--- config.mk ---
export PLATFORM = sky130hd
export DESIGN_NAME = issue_queue
export DESIGN_NICKNAME = d
export VERILOG_FILES = /design/src/rtl/issue_pkg.sv /design/src/rtl/iq_entry.sv /design/src/rtl/issue_queue.sv
export SDC_FILE = /design/constraint.sdc
export NUM_CORES = 2
export LEC_CHECK = 0
export CAP_MARGIN = 20
export CORE_ASPECT_RATIO = 1.1
export CORE_MARGIN = 2
export CORE_UTILIZATION = 61
export CTS_CLUSTER_DIAMETER = 200
export DETAILED_ROUTE_END_ITERATION = 8
export HOLD_SLACK_MARGIN = 0.08
export PLACE_DENSITY = 0.85
export SYNTH_ARGS = -nofsm -noshare
export SYNTH_HDL_FRONTEND = slang
export SYNTH_HIERARCHICAL = 1
export SYNTH_SLANG_ARGS = --single-unit
--- constraint.sdc ---
create_clock -name clk -period 3.3 [get_ports clk]
set_input_delay 0.66 -clock clk [delete_from_list [all_inputs] [get_ports clk]]
set_output_delay 0.66 -clock clk [all_outputs]
set_load 0.03 [all_outputs]
--- src/rtl/issue_pkg.sv ---
// Shared types for the issue queue: per-slot entry record and tag-match helper.
// Default tag/payload widths live here; the top-level parameters default to them.
package issue_pkg;

   localparam int unsigned TAG_W_DEF     = 6;
   localparam int unsigned PAYLOAD_W_DEF = 64;

   typedef struct packed {
      logic                     valid;
      logic [TAG_W_DEF-1:0]     src1_tag;
      logic                     src1_rdy;
      logic [TAG_W_DEF-1:0]     src2_tag;
      logic                     src2_rdy;
      logic [PAYLOAD_W_DEF-1:0] payload;
   } iq_entry_t;

   function automatic logic tag_hit(input logic                 bcast_valid,
                                    input logic [TAG_W_DEF-1:0] bcast_tag,
                                    input logic [TAG_W_DEF-1:0] src_tag);
      return bcast_valid && (bcast_tag == src_tag);
   endfunction

endpackage

--- src/rtl/iq_entry.sv ---
// One issue-queue slot: operand storage, CDB wakeup compare and issue request bit.
// ISSUE_WAKEUP_BYPASS_EN lets a slot request in the same cycle its last operand is broadcast.
module iq_entry
   import issue_pkg::*;
(
   input  logic                     clk,
   input  logic                     rst,
   input  logic                     flush,
   input  logic                     wr,
   input  iq_entry_t                wr_entry,
   input  logic                     clr,
   input  logic                     cdb_valid,
   input  logic [TAG_W_DEF-1:0]     cdb_tag,
   output logic                     valid,
   output logic                     req,
   output logic [PAYLOAD_W_DEF-1:0] payload
);

   iq_entry_t entry_q, entry_d;
   logic      hit1, hit2;

   assign hit1 = tag_hit(cdb_valid, cdb_tag, entry_q.src1_tag);
   assign hit2 = tag_hit(cdb_valid, cdb_tag, entry_q.src2_tag);

   always_comb begin
      entry_d = entry_q;
      if (flush) begin
         entry_d.valid = 1'b0;
      end else if (wr) begin
         // A broadcast coinciding with allocation must not be lost.
         entry_d          = wr_entry;
         entry_d.valid    = 1'b1;
         entry_d.src1_rdy = wr_entry.src1_rdy | tag_hit(cdb_valid, cdb_tag, wr_entry.src1_tag);
         entry_d.src2_rdy = wr_entry.src2_rdy | tag_hit(cdb_valid, cdb_tag, wr_entry.src2_tag);
      end else if (clr) begin
         entry_d.valid = 1'b0;
      end else if (entry_q.valid) begin
         entry_d.src1_rdy = entry_q.src1_rdy | hit1;
         entry_d.src2_rdy = entry_q.src2_rdy | hit2;
      end
   end

   always_ff @(posedge clk or posedge rst) begin
      if (rst) begin
         entry_q <= '0;
      end else begin
         entry_q <= entry_d;
      end
   end

   assign valid   = entry_q.valid;
   assign payload = entry_q.payload;

`ifdef ISSUE_WAKEUP_BYPASS_EN
   assign req = entry_q.valid & (entry_q.src1_rdy | hit1) & (entry_q.src2_rdy | hit2);
`else
   assign req = entry_q.valid & entry_q.src1_rdy & entry_q.src2_rdy;
`endif

endmodule

--- src/rtl/issue_queue.sv ---
// Out-of-order issue queue: DEPTH slots, lowest-free allocation, external select grant.
// Optional ISSUE_WAKEUP_BYPASS_EN adds same-cycle CDB wakeup into req_vec.
module issue_queue
   import issue_pkg::*;
#(
   parameter int unsigned DEPTH     = 8,
   parameter int unsigned IDX_W     = $clog2(DEPTH),
   parameter int unsigned TAG_W     = TAG_W_DEF,
   parameter int unsigned PAYLOAD_W = PAYLOAD_W_DEF
) (
   input  logic                 clk,
   input  logic                 rst,
   input  logic                 flush,
   input  logic                 alloc_valid,
   output logic                 alloc_ready,
   input  logic [TAG_W-1:0]     alloc_src1_tag,
   input  logic                 alloc_src1_rdy,
   input  logic [TAG_W-1:0]     alloc_src2_tag,
   input  logic                 alloc_src2_rdy,
   input  logic [PAYLOAD_W-1:0] alloc_payload,
   input  logic                 cdb_valid,
   input  logic [TAG_W-1:0]     cdb_tag,
   output logic [DEPTH-1:0]     req_vec,
   input  logic                 grant_valid,
   input  logic [IDX_W-1:0]     grant_idx,
   output logic                 issue_valid,
   input  logic                 issue_ready,
   output logic [PAYLOAD_W-1:0] issue_payload,
   output logic [IDX_W:0]       count
);

   localparam int unsigned CNT_W = IDX_W + 1;

   logic [DEPTH-1:0]     slot_valid;
   logic [PAYLOAD_W-1:0] slot_payload [DEPTH];
   logic [DEPTH-1:0]     free_sel;
   logic                 alloc_fire, issue_fire;
   logic [CNT_W-1:0]     count_q, count_d;
   iq_entry_t            wr_entry;

   // Ready depends only on registered occupancy, so a slot freed this cycle is not reused yet.
   assign alloc_ready = !flush && (count_q != CNT_W'(DEPTH));
   assign alloc_fire  = alloc_valid && alloc_ready;
   assign issue_valid = !flush && grant_valid && req_vec[grant_idx];
   assign issue_fire  = issue_valid && issue_ready;
   assign issue_payload = slot_valid[grant_idx] ? slot_payload[grant_idx] : '0;
   assign count       = count_q;

   assign wr_entry = '{valid:    1'b1,
                       src1_tag: alloc_src1_tag,
                       src1_rdy: alloc_src1_rdy,
                       src2_tag: alloc_src2_tag,
                       src2_rdy: alloc_src2_rdy,
                       payload:  alloc_payload};

   always_comb begin
      logic found;
      free_sel = '0;
      found    = 1'b0;
      for (int i = 0; i < int'(DEPTH); i++) begin
         if (!slot_valid[i] && !found) begin
            free_sel[i] = 1'b1;
            found       = 1'b1;
         end
      end
   end

   for (genvar g = 0; g < int'(DEPTH); g++) begin : g_slot
      iq_entry u_entry (
         .clk       (clk),
         .rst       (rst),
         .flush     (flush),
         .wr        (alloc_fire && free_sel[g]),
         .wr_entry  (wr_entry),
         .clr       (issue_fire && (grant_idx == IDX_W'(g))),
         .cdb_valid (cdb_valid),
         .cdb_tag   (cdb_tag),
         .valid     (slot_valid[g]),
         .req       (req_vec[g]),
         .payload   (slot_payload[g])
      );
   end

   always_comb begin
      count_d = count_q;
      if (flush) begin
         count_d = '0;
      end else if (alloc_fire && !issue_fire) begin
         count_d = count_q + CNT_W'(1);
      end else if (!alloc_fire && issue_fire) begin
         count_d = count_q - CNT_W'(1);
      end
   end

   always_ff @(posedge clk or posedge rst) begin
      if (rst) begin
         count_q <= '0;
      end else begin
         count_q <= count_d;
      end
   end

endmodule
==> run summary <==
WL met1: 32200 µm
static leakage: 17.2 nW
hold_ws: 0.482 ns
syn nets: 2641
CP Class: reg -> out
R2R Path Start: g_slot[7].u_entry/entry_q[71]
largest net degree at the start of global routing: 80
synthesized area: 34400 µm²
met2 WL: 39300 µm
Int Pwr: 14.2 mW
CTS H-tree lvls: 3
WL/cell: 25.7 µm
number of global-route vias before repair: 21200
Final Max Tran Viols: 0
fraction of layout cells with a size suffix above 1: 0.377
Seq pwr share: 0.468
Max-Cap Viols: 0
synth-to-layout area growth: 5.11%
Reg area: 15900 µm²
NetSw: 4.54 mW
final cell count without fillers: 3076
status: finished, final reports clean
switching share of power: 0.242
clock sink count: 636
PortBufs: 171
most common cell after layout, fill and taps aside: dfrtp_1
Row Count: 91
Hold Buf Count CTS: 0
CP endpoint kind: output pin
total gr overflow: 0
Top Layer Used: met5
synthesized netlist cell count: 2544
Worst VDD drop: 0.379 mV
Req. time, crit path: 2.64 ns
HP Class: reg -> reg
period utilization: 0.984
f_max: 0.308 GHz
fin crit period: 3.25 ns
Final GP Congestion: 0.887
max_slew headroom: 0.382
CP startpoint: g_slot[3].u_entry/valid
Root Driver: clkbuf_16
clock slew at reported path FFs: 0.06 ns
synth warn: 6
CTS tree: done
I/O pins: 172
TritonRoute pass-1 iters: 8
min-delay src: g_slot[1].u_entry/payload[18]
power per cell area: 518 nW/µm²
metal3 WL: 4900 µm
GRT Overall Usage: 0.277
initial antenna violation count: 3
Die ar.: 58400 µm²
dpl cells: 2952
Setup Viol. Count Final: 0
via count: 18900
Die Wd: 231 µm
CTS max path bufs: 3
Final Hold Viols: 0
die height: 253 µm
Combinational Power Share: 0.119
Inserted Clock Buffers: 67
first-pass GRT wire length: 124000 µm
Clk Latency, worst-skew pair: 0.60 ns
WP data arrival: 2.59 ns
fill count: 3824
most frequent cells in the layout: dfrtp_1, mux2_2, mux2_1, mux4_2, xor2_1
Syn Area/Cell: 13.5 µm²
Setup Skew: 0.0237 ns
worst-margin pin slew: 0.923 ns
Critical Path Start Type: register
# DRC: 0
vias per cell: 6.15
dpl hpwl: 48700 µm
area occupied by multi-input gates: 13800 µm²
clock share of power: 0.413
Initial DRC Count: 1442
floorplan core area: 55900 µm²
maximum fanout along the worst path: 18
WL final: 79000 µm
antenna-violating nets left: 0
Nets: 2376
Starting Density: 0.616
[worst paths after layout]
kind,to,slack (ns),depth (start not counted)
max,issue_payload[0],0.05,6
min,g_slot[1].u_entry/payload[18],0.48,1
max reg2reg,count[3],0.36,11
min reg2reg,g_slot[1].u_entry/payload[18],0.48,1
max in group asynchronous,g_slot[0].u_entry/payload[8],1.99,4
min in group asynchronous,count[3],0.49,3
[what timing repair did]
item                       CTS  global route
buffers inserted             0             1
resized for setup           51             2
cloned                       0             1
setup endpoints to repair   53            47
pin swaps                    0             0
[through the flow]
stage	power, mW	setup TNS [ns]	setup slack (ns)	area (µm²)	util
after detailed placement	11.1	-10.55	-0.152	33900	0.607
after CTS	18.8	0	0.000543	36100	0.646
after global placement	10.9	-2.62	-0.0596	33900	0.607
final	18.7	0	0.0530	36200	0.647
after floorplan	10.9	0	0.435	34400	-
after global routing	19.4	-0.0512	-0.0108	36200	0.647
[layout make-up]
class                           instances  share of cell area
Timing Repair Buffer                  287              0.0880
Sequential cell                       636               0.440
Multi-Input combinational cell       1264               0.381
Tap cell                              744              0.0257
Antenna cell                            2            0.000138
Clock inverter                         16             0.00543
Clock buffer                          104              0.0572
Inverter                               23             0.00294
[layer usage]
| layer | up-vias | GRT usage |
|---|---|---|
| li1 | 7949 | - |
| met1 | 10000 | 0.364 |
| met4 | 2 | 0.111 |
| met5 | - | 0 |
| met3 | 176 | 0.0427 |
| met2 | 751 | 0.464 |
[registers in the layout, summed over array words and instances, names as in the netlist]
signal                  cells
g_slot.u_entry/payload    512
g_slot.u_entry/entry_q    112
g_slot.u_entry/valid        8
count                       4
[power by group through the flow]
stage	logic (mW)	registers [mW]	clock network [mW]
3_3_place_gp	2.12	8.83	0
5_1_grt	2.41	8.84	8.16
6_report	2.23	8.78	7.73
4_1_cts	2.24	8.76	7.83
3_5_place_dp	2.22	8.90	0
2_1_floorplan	2.04	8.82	0
[critical path, cell delays in order (launching register included)]
cell and delay, ns:
dfrtp_1 0.47, mux4_2 0.53, mux2i_4 0.18, buf_12 0.16, clkbuf_16 0.21, nor2_1 0.06
dlygate4sd2_1 0.36
No activity file was read; power rests on OpenSTA's default activity.
